`config.mk`:
```
export PLATFORM = sky130hd
export DESIGN_NAME = snake_engine
export DESIGN_NICKNAME = d
export VERILOG_FILES = /design/src/rtl/snake_engine.sv
export SDC_FILE = /design/constraint.sdc
export NUM_CORES = 2
export LEC_CHECK = 0
export CAP_MARGIN = 20
export CELL_PAD_IN_SITES_DETAIL_PLACEMENT = 1
export CELL_PAD_IN_SITES_GLOBAL_PLACEMENT = 1
export CORE_ASPECT_RATIO = 0.75
export CORE_MARGIN = 10
export CORE_UTILIZATION = 47
export CTS_CLUSTER_SIZE = 28
export DETAILED_ROUTE_END_ITERATION = 8
export PLACE_DENSITY_LB_ADDON = 0.1
export SYNTH_ARGS = -nofsm -noshare
export SYNTH_HDL_FRONTEND = slang
export SYNTH_SLANG_ARGS = --single-unit
```
`constraint.sdc`:
```
create_clock -name clk -period 6.8 [get_ports clk]
set_clock_uncertainty 0.15 [all_clocks]
set_input_delay 1.36 -clock clk [delete_from_list [all_inputs] [get_ports clk]]
set_output_delay 1.36 -clock clk [all_outputs]
set_load 0.05 [all_outputs]
```
`src/rtl/snake_engine.sv`:
```
// ---------------------------------------------------------------------------
// snake_engine
//
// Snake-body engine for the grid game. It owns the head position, the travel
// direction, the body length and a circular buffer of body segments. Each
// accepted step either commits a new head cell or kills the snake. A step
// kills the snake when the new head would leave the grid or would land on a
// body segment. Body segments are checked one per clock.
//
// Ports
//   clk        system clock, rising edge
//   rst        synchronous reset, active high
//   step       single-cycle move request, only honoured while idle and alive
//   di         requested direction: 0 up, 1 down, 2 left, 3 right
//   grow       single-cycle growth request (food eaten)
//   rd_idx     segment index for the renderer read port, 0 = head
//   rd_x/rd_y  registered segment coordinates (0 when rd_idx >= len)
//   rd_valid   registered, 1 when rd_idx < len
//   head_x/y   committed head position
//   len        committed body length
//   alive      drops to 0 once a wall or self collision is detected
//   busy       1 while a step is being scanned or committed
//   step_done  one-cycle pulse when a step resolves (commit or death)
//
// Build option
//   SNAKE_WRAP_EN  when defined, the head wraps around the grid edges instead
//                  of dying at a wall.
// ---------------------------------------------------------------------------
module snake_engine #(
    parameter int GRID_W   = 32,
    parameter int GRID_H   = 24,
    parameter int XW       = 5,
    parameter int YW       = 5,
    parameter int MAX_LEN  = 64,
    parameter int LW       = 7,
    parameter int INIT_LEN = 3
) (
    input  logic          clk,
    input  logic          rst,
    input  logic          step,
    input  logic [1:0]    di,
    input  logic          grow,
    input  logic [LW-1:0] rd_idx,
    output logic [XW-1:0] rd_x,
    output logic [YW-1:0] rd_y,
    output logic          rd_valid,
    output logic [XW-1:0] head_x,
    output logic [YW-1:0] head_y,
    output logic [LW-1:0] len,
    output logic          alive,
    output logic          busy,
    output logic          step_done
);

    // Width of a physical slot number in the circular segment buffer.
    localparam int AW = (MAX_LEN > 1) ? $clog2(MAX_LEN) : 1;

    localparam int CX = GRID_W / 2;
    localparam int CY = GRID_H / 2;

    localparam logic [1:0] DIR_UP    = 2'd0;
    localparam logic [1:0] DIR_DOWN  = 2'd1;
    localparam logic [1:0] DIR_LEFT  = 2'd2;
    localparam logic [1:0] DIR_RIGHT = 2'd3;

    localparam logic [XW-1:0] X_MAX    = XW'(GRID_W - 1);
    localparam logic [YW-1:0] Y_MAX    = YW'(GRID_H - 1);
    localparam logic [LW-1:0] LEN_MAX  = LW'(MAX_LEN);
    localparam logic [LW-1:0] LEN_INIT = LW'(INIT_LEN);
    localparam logic [LW:0]   DEPTH    = (LW + 1)'(MAX_LEN);
    localparam logic [AW-1:0] SLOT_TOP = AW'(MAX_LEN - 1);

    typedef enum logic [1:0] {
        IDLE,
        CHECK,
        COMMIT,
        DEAD
    } state_t;

    state_t        state;
    logic [1:0]    dir;
    logic [AW-1:0] hp;
    logic          grow_pend;
    logic          grow_now;
    logic [XW-1:0] cand_x;
    logic [YW-1:0] cand_y;
    logic [LW-1:0] scan_idx;
    logic [LW-1:0] scan_last;

    logic [XW-1:0] seg_x [MAX_LEN];
    logic [YW-1:0] seg_y [MAX_LEN];

    logic [1:0]    new_dir;
    logic [XW-1:0] nxt_x;
    logic [YW-1:0] nxt_y;
    logic          at_edge;
    logic          off_grid;
    logic          accept;
    logic          gn;
    logic          hit;
    logic [AW-1:0] scan_addr;
    logic [AW-1:0] rd_addr;
    logic [AW-1:0] hp_dec;

    // Logical segment i lives in physical slot (hp + i) mod MAX_LEN. The
    // offset may exceed the body length on the read port; those results are
    // never used, but they are clamped so that the array index stays legal.
    function automatic logic [AW-1:0] slot(input logic [AW-1:0] base,
                                           input logic [LW-1:0] off);
        logic [LW:0] sum;
        sum = {{(LW + 1 - AW){1'b0}}, base} + {1'b0, off};
        if (sum >= DEPTH) begin
            sum = sum - DEPTH;
        end
        if (sum >= DEPTH) begin
            sum = '0;
        end
        return sum[AW-1:0];
    endfunction

    // A step is taken only from IDLE. Growth for this step combines the
    // sticky request with a same-cycle pulse. Growth is suppressed once the
    // buffer is full so that the length can never exceed MAX_LEN.
    assign accept    = (state == IDLE) && step;
    assign gn        = (grow_pend | grow) && (len != LEN_MAX);
    assign scan_addr = slot(hp, scan_idx);
    assign rd_addr   = slot(hp, rd_idx);
    assign hit       = (seg_x[scan_addr] == cand_x) && (seg_y[scan_addr] == cand_y);
    assign hp_dec    = (hp == '0) ? SLOT_TOP : hp - AW'(1);

    // Work out the next head cell from the requested direction. A request
    // for the exact opposite of the current heading is ignored, because the
    // snake would otherwise turn back into its own neck. The candidate is
    // always computed with wrap-around. at_edge records whether a wrap
    // happened, and the wall logic below decides what that means.
    always_comb begin
        new_dir = (di == (dir ^ 2'b01)) ? dir : di;
        nxt_x   = head_x;
        nxt_y   = head_y;
        at_edge = 1'b0;
        unique case (new_dir)
            DIR_UP: begin
                at_edge = (head_y == '0);
                nxt_y   = at_edge ? Y_MAX : head_y - YW'(1);
            end
            DIR_DOWN: begin
                at_edge = (head_y == Y_MAX);
                nxt_y   = at_edge ? '0 : head_y + YW'(1);
            end
            DIR_LEFT: begin
                at_edge = (head_x == '0);
                nxt_x   = at_edge ? X_MAX : head_x - XW'(1);
            end
            DIR_RIGHT: begin
                at_edge = (head_x == X_MAX);
                nxt_x   = at_edge ? '0 : head_x + XW'(1);
            end
        endcase
    end

    // With wrapping enabled, the wrapped candidate is a legal move. Without
    // it, crossing an edge is fatal.
`ifdef SNAKE_WRAP_EN
    assign off_grid = 1'b0;
`else
    assign off_grid = at_edge;
`endif

    // Main engine: the step FSM, the body buffer, the sticky growth flag and
    // the registered read port, all in one clocked block. The read port
    // samples committed state, so a read issued during COMMIT still returns
    // the body as it was before the step. In CHECK, one logical index is
    // compared per cycle from the head towards the tail. The tail slot is
    // skipped on a non-growing step, because the tail moves out of that cell
    // in the same commit. COMMIT moves the head pointer back one slot and
    // writes the candidate there. That implicitly drops the old tail when the
    // length does not grow.
    always_ff @(posedge clk) begin
        if (rst) begin
            state     <= IDLE;
            dir       <= DIR_RIGHT;
            hp        <= '0;
            len       <= LEN_INIT;
            head_x    <= XW'(CX);
            head_y    <= YW'(CY);
            alive     <= 1'b1;
            busy      <= 1'b0;
            step_done <= 1'b0;
            grow_pend <= 1'b0;
            grow_now  <= 1'b0;
            cand_x    <= '0;
            cand_y    <= '0;
            scan_idx  <= '0;
            scan_last <= '0;
            rd_x      <= '0;
            rd_y      <= '0;
            rd_valid  <= 1'b0;
            for (int i = 0; i < MAX_LEN; i++) begin
                seg_x[i] <= (i < INIT_LEN) ? XW'(CX - i) : '0;
                seg_y[i] <= (i < INIT_LEN) ? YW'(CY) : '0;
            end
        end else begin
            step_done <= 1'b0;

            rd_valid <= (rd_idx < len);
            rd_x     <= (rd_idx < len) ? seg_x[rd_addr] : '0;
            rd_y     <= (rd_idx < len) ? seg_y[rd_addr] : '0;

            if (!accept && grow && (len != LEN_MAX)) begin
                grow_pend <= 1'b1;
            end

            case (state)
                IDLE: begin
                    if (step) begin
                        dir       <= new_dir;
                        grow_pend <= 1'b0;
                        grow_now  <= gn;
                        cand_x    <= nxt_x;
                        cand_y    <= nxt_y;
                        if (off_grid) begin
                            state     <= DEAD;
                            alive     <= 1'b0;
                            step_done <= 1'b1;
                        end else begin
                            state     <= CHECK;
                            busy      <= 1'b1;
                            scan_idx  <= '0;
                            scan_last <= gn ? len - LW'(1) : len - LW'(2);
                        end
                    end
                end
                CHECK: begin
                    if (hit) begin
                        state     <= DEAD;
                        alive     <= 1'b0;
                        busy      <= 1'b0;
                        step_done <= 1'b1;
                    end else if (scan_idx == scan_last) begin
                        state <= COMMIT;
                    end else begin
                        scan_idx <= scan_idx + LW'(1);
                    end
                end
                COMMIT: begin
                    hp            <= hp_dec;
                    seg_x[hp_dec] <= cand_x;
                    seg_y[hp_dec] <= cand_y;
                    head_x        <= cand_x;
                    head_y        <= cand_y;
                    len           <= len + LW'(grow_now);
                    busy          <= 1'b0;
                    step_done     <= 1'b1;
                    state         <= IDLE;
                end
                DEAD: begin
                    alive <= 1'b0;
                end
                default: begin
                    state <= IDLE;
                end
            endcase
        end
    end

endmodule

```
==> qor.yml <==
run_status:
  status: "completed"
global_route:
  overflow: 0
  first_global_vias: 36494
  grt_pass1_wl_mm: 271
  antenna_found_initial: 10
  grt_max_degree: 182
  gr-usage-all-layers_pct: 37.6
pwr:
  power_density_mw_per_mm2: 441
  leakage_nw: 16.9
  max-vdd-ir-drop_mv: 0.315
routing:
  maxUsedRoutingLayer: "met5"
  dr_wl_met3_mm: 23.7
  via_count: 36998
  drtIter0Drc: 5645
  drc: 0
  wl_per_cell_um: 35.7
  viasPerCell: 6.91
  ant_nets: 0
  firstDrtPassIters: 8
  wirelength_mm: 191
  wl_met1_mm: 76.0
  wl_met2_mm: 81.4
synthesis:
  yosys_warnings: 0
  synth-seq-cells: 707
  yosysUniqueCellTypes: 91
  synth_top_cell_by_area: "edfxtp_1"
  post-synth-top-area-fraction_pct: 47.1
  synth.cell_area_sq_mm: 0.0408
  ys_seq_area_share_pct: 50.4
  synthArstFlopShare_pct: 0
  ys_top_cells_by_area: "edfxtp_1, and2_1, mux4_2, nand2_1, dfxtp_1"
  ys_top_cells_by_count: "edfxtp_1, and2_1, nand2_1"
  synth.most_common_cell: "edfxtp_1"
  synth_edf_count: 640
  ys.flop_type: "edfxtp_1"
  synthCells: 4008
  avgSynthCellArea_sq_um: 10.2
  synth_nets: 4066
setup_path:
  worstPathArrival_ns: 7.04
  critPathCaptureType: "flop"
  r2r_end: "scan_idx[4]$_SDFFE_PP0P_"
  start_kind: "flop"
  ff2ff_path_depth: 26
  regToRegSetupSlack_ns: 0.15
  cp.required_ns: 7.19
  crit_fanout: 7
  r2r_start: "scan_idx[3]$_SDFFE_PP0P_"
  worstSetupPathType: "flop to flop"
run:
  timing.max_cap.violations: 0
sta:
  rsz0062_at_grt: "false"
  layout_worst_path_cycle_share_pct: 97.8
  relSlewSlack_pct: 23.8
  min_period_ns: 6.65
  finalHoldViolCount: 0
  fmax_ghz: 0.150
  worst_pin_slew_ns: 1.13
  drv_slew: 0
  finalSetupViolations: 0
  finalSetupTns_ns: 0
cts:
  ctsLongestPathBuffers: 3
  cts_tree: "yes"
  cts.sinks: 707
  cts_buffers: 77
  clk_pin_slew_ns: 0.06
  cts_root_buffer: "clkbuf_16"
  holdBufCountCts: 0
  clock_latency_ns: 0.67
  h-tree-depth: 3
finish:
  layout-drive-gt1-share_pct: 16.1
  syn_to_final_growth_pct: 15.7
  nNetsFinal: 4210
  fin_cells: 5356
  fillers: 9197
placed_design:
  dp_cells: 5211
  port_buffers: 43
  gp_congestion: 1.05
  hpwlAfterDp_mm: 134
floorplanning:
  fp-row-count: 93
  io_pins: 44
  core_area_sq_mm: 0.0860
  dieArea_sq_mm: 0.0991
  start_util_pct: 47.5
  die_w_um: 360
  fp.dieH_um: 275
worst_hold_path:
  hold_class: "flop to flop"
  hp-start: "grow_now$_SDFFE_PP0P_"
  min_to: "grow_now$_SDFFE_PP0P_"
  whs_path_depth: 2
==> worst max path at each step <==
stage	startpoint	end	slack [ns]	depth (start not counted)
2_1_floorplan	rd_idx[0]	rd_x[1]$_SDFF_PP0_	0.77	19
3_3_place_gp	rd_idx[0]	rd_x[4]$_SDFF_PP0_	-0.18	24
3_5_place_dp	rd_idx[0]	rd_y[4]$_SDFF_PP0_	0.001	24
4_1_cts	scan_idx[3]$_SDFFE_PP0P_	scan_idx[4]$_SDFFE_PP0P_	0.11	25
5_1_grt	scan_idx[3]$_SDFFE_PP0P_	scan_idx[5]$_SDFFE_PP0P_	0.007	26
6_report	scan_idx[3]$_SDFFE_PP0P_	scan_idx[4]$_SDFFE_PP0P_	0.15	26
==> critical path: stages (launching register included) <==
cell and delay [ns]:
dfxtp_1 0.45, ha_1 0.37, a21oi_1 0.25, a21oi_2 0.10, o21ai_0 0.16, nand2b_1 0.10
xnor2_1 0.18, inv_1 0.10, ha_1 0.20, o211ai_4 0.13, o311a_1 0.40, buf_4 0.16
a2111oi_4 0.52, buf_12 0.20, buf_4 0.14, nand2_1 0.33, buf_4 0.29, a211oi_1 0.30
nor4_1 0.11, mux2i_1 0.27, buf_4 0.17, xnor2_1 0.09, nand4_4 0.22, o31ai_2 0.10
buf_4 0.17, or4_4 0.53, o31ai_1 0.31
==> layout by cell type, fill, tap and decap left out, drive strengths merged, types with 10 or more instances in the layout <==
master         Yosys  final
o31ai             23     23
nor2b             16     16
nand2b            14     14
o21ai            149    149
mux4              75     75
or3               60     60
edfxtp           640    640
o211ai            71     71
clkdlybuf4s50      0     43
a221o             27     27
inv               35     39
clkbuf           292    101
ha                43     43
nor3              44     44
nor2             353    353
a211oi           147    147
a32oi             22     22
nand3            111    111
a31oi             44     44
a211o             13     13
o311ai            32     32
o2111ai           23     23
clkinv             2     24
a21oi            212    212
and3              13     13
and2             630    630
dfxtp             67     67
nor4              10     10
xnor2             29     29
a221oi            21     21
or2               25     25
o22ai             37     37
nand4             17     17
xor2              20     20
mux2i             50     50
nand2            439    439
buf               61    375
a311oi            61     61
==> flip-flops by register name, indices dropped and copies added (netlist names) <==
signal and count:
state 2, scan_idx 7, scan_last 7, rd_y 5, grow_now 1, head_y 5, cand_y 5, dir 2
seg_y 320, seg_x 320, alive 1, grow_pend 1, busy 1, head_x 5, len 7, step_done 1
cand_x 5, hp 6, rd_x 5, rd_valid 1
==> per-stage QoR <==
stage          hold slack, ns  worst slack (ns)  area [sq um]  power [W]  utilization [%]
6_report                0.325             0.150         47200     0.0208             54.9
3_5_place_dp            0.317           0.00137         44700     0.0160             52.0
2_1_floorplan           0.290             0.768         40800     0.0106                -
3_3_place_gp            0.291            -0.179         44600     0.0157             51.9
5_1_grt                 0.341           0.00681         47200     0.0213             54.9
4_1_cts                 0.326             0.106         47200     0.0203             54.9
==> cell type report <==
class	count	area [sq um]	share of cell area (%)
Antenna cell	5	12.5	0.0265
Timing Repair Buffer	418	3680	7.79
Clock inverter	37	358	0.757
Sequential cell	707	20600	43.5
Multi-Input combinational cell	2911	18900	40.0
Inverter	37	139	0.294
Tap cell	1140	1430	3.02
Clock buffer	101	2140	4.53
==> kinds of logic after synthesis <==
logic type / share of synthesized area (%)
AO/OA/AOI/OAI: 16.2
XOR/XNOR: 1.09
adder cells (fa/ha/maj): 1.42
buffers and inverters: 3.81
flip-flops: 50.4
multiplexers: 5.54
AND/OR/NAND/NOR: 21.6
==> metal layers <==
layer	GRT usage (%)	vias up
met1	50.6	18889
met2	55.9	2557
met5	0	-
met4	17.5	10
li1	-	15083
met3	10.5	459
==> where the power goes <==
part	internal, W	total (W)	switching (W)
Combinational	0.00358	0.0112	0.00758
Sequential	0.00496	0.00531	0.000346
Clock	0.00243	0.00435	0.00192
Total	0.0110	0.0208	0.00985
==> timing repair <==
item	4_1_cts	5_1_grt
buffers inserted	0	2
resized for setup	0	7
endpoints found under the setup margin	0	12
No activity file was read; power rests on OpenSTA's default activity.
